[src/rtl/clk_period_meter.sv]
// clk_period_meter
//   Measures a slow, asynchronous square wave (e.g. a divider-generated pacing
//   clock) in clkIn cycles. It reports the full period and the most recent high
//   time, and flags an input that has stopped toggling.
//
// Ports
//   clkIn        system clock, all logic on its rising edge
//   rst          asynchronous, active-high reset
//   sigIn        slow signal under measurement (asynchronous to clkIn)
//   period       clkIn cycles between the last two detected rises of sigIn
//   highTime     clkIn cycles sigIn was high in the last completed high phase
//   periodValid  one-cycle pulse whenever period is updated
//   locked       a full period has been measured and no stall has occurred since
//   stalled      set on timeout, cleared by the next period measurement
module clk_period_meter #(
  parameter int               CNT_W   = 26,
  parameter logic [CNT_W-1:0] TIMEOUT = 26'd20000000
) (
  input  logic             clkIn,
  input  logic             rst,
  input  logic             sigIn,
  output logic [CNT_W-1:0] period,
  output logic [CNT_W-1:0] highTime,
  output logic             periodValid,
  output logic             locked,
  output logic             stalled
);

  typedef enum logic [1:0] {IDLE = 2'd0, ARMED = 2'd1, LOCKED = 2'd2} state_t;

  localparam logic [CNT_W-1:0] CNT_MAX = '1;
  localparam logic [CNT_W-1:0] TO_M1   = TIMEOUT - 1'b1;

  state_t           state, stateNxt;
  logic [2:0]       syncPipe;          // [0]=s1, [1]=s2, [2]=s3 (edge register)
  logic [CNT_W-1:0] perCnt, hiCnt;
  logic             s2, s3, rise, fall, toHit;
  logic             loadPer, setStall;

  assign s2   = syncPipe[1];
  assign s3   = syncPipe[2];
  assign rise = s2 & ~s3;
  assign fall = ~s2 & s3;

  // A rise on the timeout edge takes priority, so the timeout is qualified by !rise.
  assign toHit = ~rise & (state != IDLE) & (perCnt == TO_M1);

  assign locked = (state == LOCKED);

  always_ff @(posedge clkIn or posedge rst) begin
    if (rst) begin
      syncPipe <= '0;
      state    <= IDLE;
    end else begin
      syncPipe <= {syncPipe[1:0], sigIn};
      state    <= stateNxt;
    end
  end

  always_comb begin
    stateNxt = state;
    loadPer  = 1'b0;
    setStall = 1'b0;
    unique case (state)
      IDLE:   if (rise) stateNxt = ARMED;
      ARMED,
      LOCKED: begin
        if (rise) begin
          stateNxt = LOCKED;
          loadPer  = 1'b1;
        end else if (toHit) begin
          stateNxt = IDLE;
          setStall = 1'b1;
        end
      end
      default: stateNxt = IDLE;
    endcase
  end

  // Counters: both restart at 1 on a rise so the captured value is the
  // number of clkIn cycles spanned. Saturation keeps a dead input from wrapping.
  always_ff @(posedge clkIn or posedge rst) begin
    if (rst) begin
      perCnt <= '0;
      hiCnt  <= '0;
    end else begin
      if (rise)                  perCnt <= {{(CNT_W-1){1'b0}}, 1'b1};
      else if (perCnt != CNT_MAX) perCnt <= perCnt + 1'b1;

      if (rise)                       hiCnt <= {{(CNT_W-1){1'b0}}, 1'b1};
      else if (s3 && hiCnt != CNT_MAX) hiCnt <= hiCnt + 1'b1;
    end
  end

  always_ff @(posedge clkIn or posedge rst) begin
    if (rst) begin
      period      <= '0;
      highTime    <= '0;
      periodValid <= 1'b0;
      stalled     <= 1'b0;
    end else begin
      periodValid <= loadPer;
      if (loadPer) period   <= perCnt;
      if (fall)    highTime <= hiCnt;
      if (setStall)     stalled <= 1'b1;
      else if (loadPer) stalled <= 1'b0;
    end
  end

endmodule
[config.mk]
export PLATFORM = sky130hd
export DESIGN_NAME = clk_period_meter
export DESIGN_NICKNAME = d
export VERILOG_FILES = /design/src/rtl/clk_period_meter.sv
export SDC_FILE = /design/constraint.sdc
export NUM_CORES = 1
export LEC_CHECK = 0
export CAP_MARGIN = 5
export CORE_MARGIN = 2
export CORE_UTILIZATION = 45
export DETAILED_ROUTE_END_ITERATION = 10
export HOLD_SLACK_MARGIN = 0.02
export PLACE_DENSITY = 0.71
export SLEW_MARGIN = 30
export SYNTH_ARGS = -nofsm -noshare
export SYNTH_HDL_FRONTEND = slang
export SYNTH_SLANG_ARGS = --single-unit
[constraint.sdc]
create_clock -name clkIn -period 5.63 [get_ports clkIn]
set_clock_uncertainty 0.05 [all_clocks]
set_input_delay 1.689 -clock clkIn [delete_from_list [all_inputs] [get_ports clkIn]]
set_output_delay 1.689 -clock clkIn [all_outputs]
set_load 0.005 [all_outputs]
# Word-level counts from Yosys, hierarchy flattened
# Cells that the tools add are included.
# W data, S select, Z words.
[word_totals]
regBits = 111
out_inout_bits = 55
elab_cells = 47
[classes]
n_addsub = 2
eq_ne = 7
mux = 15
n_bitwise = 7
n_reduce_logical = 8
[op_table]
columns = ["cell", "count"]
rows = [
  ["$mux W26", 4],
  ["$add A26 B1 Y26 const B", 2],
  ["$ne A26 B26 Y1 const B", 2],
  ["$eq A26 B25 Y1 const B", 1],
  ["$reduce_bool A2 Y1", 4],
  ["$mux W1", 7],
  ["$mux W2", 3],
  ["$and A1 B1 Y1", 4],
  ["$pmux W2 S2", 1],
  ["$ne A3 B3 Y1 const B", 1],
  ["$not A1 Y1", 3],
  ["$eq A2 B1 Y1 const B", 1],
  ["$eq A2 B2 Y1 const B", 1],
  ["$logic_not A2 Y1", 1],
  ["$ne A2 B2 Y1 const B", 1],
  ["$reduce_and A2 Y1", 1],
  ["$reduce_or A2 Y1", 1],
  ["$logic_and A1 B1 Y1", 1],
]

# Logic depth before layout (Yosys ltp)
[logic_depth]
ltp_word = 9
depth_mapped = 8

# Least setup slack after synthesis
# No wires, ideal clock.
[synth_timing]
path_type = "register -> output"
from = "reg state[0]"
to = "out locked"
arrival_time_ns = 0.571
required_ns = 3.891
slack_ns = 3.320
path_stages_with_launch = 3
path_cell_list = "dfrtp_1 -> inv_1 -> ha_1"
[synth_between]
elab_chain_cells = 1
[synth_rtl]
columns = ["item", "line_no", "rtl"]
rows = [
  ["start, declared", "34", "state_t state, stateNxt;"],
  ["start signal, assigned", "56", "state <= stateNxt;"],
  ["$eq A2 B2 Y1", "48", "assign locked = (state == LOCKED);"],
  ["end, declared", "25", "output logic locked,"],
]
# Every way passes these cells.

# Worst setup path in the final report
# Same ends and word-level chain as after synthesis.

==> results.json <==
{
  "htreeDepth": 3,
  "vias": 3896,
  "tightest_slew_ns": 0.8790,
  "syn-cell-area_mm2": 0.005243,
  "setup_viol": 0,
  "r2r_cells": 6,
  "post_dp_cell_area_mm2": 0.005918,
  "grt_max_degree": 47,
  "first_iter_violations": 207,
  "synth.distinct_cells": 64,
  "worstSetupEndpointType": "output port",
  "fin_nets": 520,
  "crit_type": "reg -> out",
  "syn_area_per_cell_um2": 11.25,
  "rrSetupSlack_ns": 2.92,
  "start_util_pct": 46.11,
  "worstPathCellList": "inv_1 -> ha_1 -> clkdlybuf4s50_1",
  "core_area_mm2": 0.01137,
  "grt_usage_pct": 18.88,
  "wirelength_um": 11130,
  "dpl.hpwl_um": 7415,
  "die_area_mm2": 0.01253,
  "die_y_um": 111.9,
  "clkSinkCount": 111,
  "synth_edf_count": 0,
  "max_clock_freq_mhz": 312.4,
  "drtAntennaViolNets": 0,
  "ctsResizeCount": 0,
  "post-place-ws_ns": 2.449,
  "cp-endpoint": "locked",
  "cpMaxStageDelayCell": "clkdlybuf4s50_1",
  "cp-startpoint": "state[0]",
  "cp-start-kind": "register",
  "cts_buffer_depth": 2,
  "first_pass_iters": 4,
  "drive_gt1_share_pct": 18.34,
  "yosysSeqAreaShare_pct": 52.98,
  "wl_per_cell_um": 16.84,
  "r2r-end": "perCnt[5]",
  "via_per_inst": 5.894,
  "required_ns": 3.89,
  "antenna_cells": 0,
  "route.detailed.drc": 0,
  "synth_nets": 473,
  "powerDensity_mw_per_mm2": 282.9,
  "grt_antenna_before_repair": 0,
  "drv_cap": 0,
  "row_count": 39,
  "yosys-top-cells-area": "dfrtp_1 (53%), mux2_2 (12%), nand2_1 (2.5%)",
  "hold_violations": 0,
  "hold_path_class": "reg -> reg",
  "finalSetupTns_ns": 0,
  "fp.dieW_um": 111.9,
  "areaGrowthSynthToFinish_pct": 18.14,
  "post-synth-top-area-cell": "dfrtp_1",
  "period_needed_ns": 3.201,
  "cts_setup_buffers": 0,
  "postSynthCellCount": 466,
  "rr_startpoint": "perCnt[0]",
  "worstPathArrival_ns": 1.46,
  "cts_tree": "yes",
  "drv_slew": 0,
  "grt_first_pass_wirelength_um": 19130,
  "ys_async_sr_fraction_pct": 100.0,
  "setup_ws_ns": 2.429,
  "grt_pass1_vias": 3743,
  "rsz0062_at_grt": "no",
  "ys_ff_latch": 111,
  "vdd.ir_drop.worst_v": 0.0001797,
  "ios": 58,
  "cts-buffers-inserted": 9,
  "slowest_delay_ns": 0.50,
  "slew_headroom_pct": 40.96,
  "cts.hold.buffers_added": 0,
  "synthTopCellsByCount": "dfrtp_1 (111), mux2_2 (54), nand2_1 (35)",
  "synth_top_area_share_pct": 52.98,
  "portBuffers": 57,
  "path_max_fanout": 3,
  "status": "finished clean",
  "worstSkewPairLatency_ns": 0.36,
  "synth_most_common_cell": "dfrtp_1",
  "path_clk_slew_ns": 0.07,
  "yosys_warnings": 0,
  "dp.cells": 645,
  "gp_congestion": 0.8471,
  "instances_no_fill": 661,
  "utilization_pct": 54.47,
  "synth_flop_cell": "dfrtp_1",
  "gr-total-overflow": 0,
  "root_buffer": "clkbuf_16",
  "leakage_nw": 2.722,
  "fin_crit_sh_pct": 56.86,
  "postLayoutCellArea_mm2": 0.006193
}
logic make-up after synthesis:
kind of cell    Yosys count  synth area share (%)
buf+inv                  37                 3.151
simple gates            168                 18.42
xor+xnor                  6                 1.003
mux                      57                 12.17
flops                   111                 52.98
fa+ha+maj                 4                0.9547
compound gates           83                 11.31
worst min path at each step:
stage           startpoint  slack, ns  cells after the start     endpoint
2_1_floorplan  syncPipe[0]       0.28                      0  syncPipe[1]
3_3_place_gp   syncPipe[0]       0.35                      0  syncPipe[1]
3_5_place_dp   syncPipe[0]       0.35                      0  syncPipe[1]
4_1_cts        syncPipe[0]       0.37                      0  syncPipe[1]
5_1_grt        syncPipe[0]       0.36                      0  syncPipe[1]
6_report       syncPipe[0]       0.36                      0  syncPipe[1]
final cells by class:
cell class	instances	area (µm²)
Clock buffer	10	229.0
Sequential cell	111	2778
Clock inverter	6	46.29
Fill cell	987	5176
Inverter	10	40.04
Multi-Input combinational cell	318	2306
Timing Repair Buffer	63	615.6
Tap cell	143	178.9
cell usage in the layout, fill, tap and decap left out, drive strengths merged, types with 9 or more instances in the layout:
cell type,count
mux2,54
o21ai,16
nand3,27
clkbuf,10
nand2,35
a21oi,15
clkdlybuf4s50,57
nor3,14
dfrtp,111
inv,11
nand4,16
nor2,22
or3,9
a31oi,9
routing by layer:
layer,global-route usage (%),wire length (µm)
met1,27.77,5177
met2,27.92,5269
met3,2.667,444
met4,8.618,242
met5,0,0
stage by stage:
stage                     hold slack, ns  total power, mW
final                             0.3590            1.752
after detailed placement          0.3517            1.178
after CTS                         0.3675            1.774
after floorplan                   0.2812            1.070
after global placement            0.3526            1.166
after global routing              0.3619            1.844
registers in the layout, summed over array words and instances (netlist names):
| signal | cells |
|---|---|
| highTime | 26 |
| period | 26 |
| perCnt | 26 |
| state | 2 |
| periodValid | 1 |
| stalled | 1 |
| hiCnt | 26 |
| syncPipe | 3 |
critical path: cells and delay by family, from the launching register on:
| family | cells | cell delay (ns) |
|---|---|---|
| DFF | 1 | 0.36 |
| buffers and inverters | 2 | 0.60 |
| adders and majority gates | 1 | 0.15 |
where the power goes:
group | internal, mW | total [mW] | switching, mW
registers | 0.853 | 0.914 | 0.0607
logic | 0.130 | 0.243 | 0.114
clock network | 0.303 | 0.595 | 0.292
total | 1.29 | 1.75 | 0.467
Power figures use the tool's default switching activity.
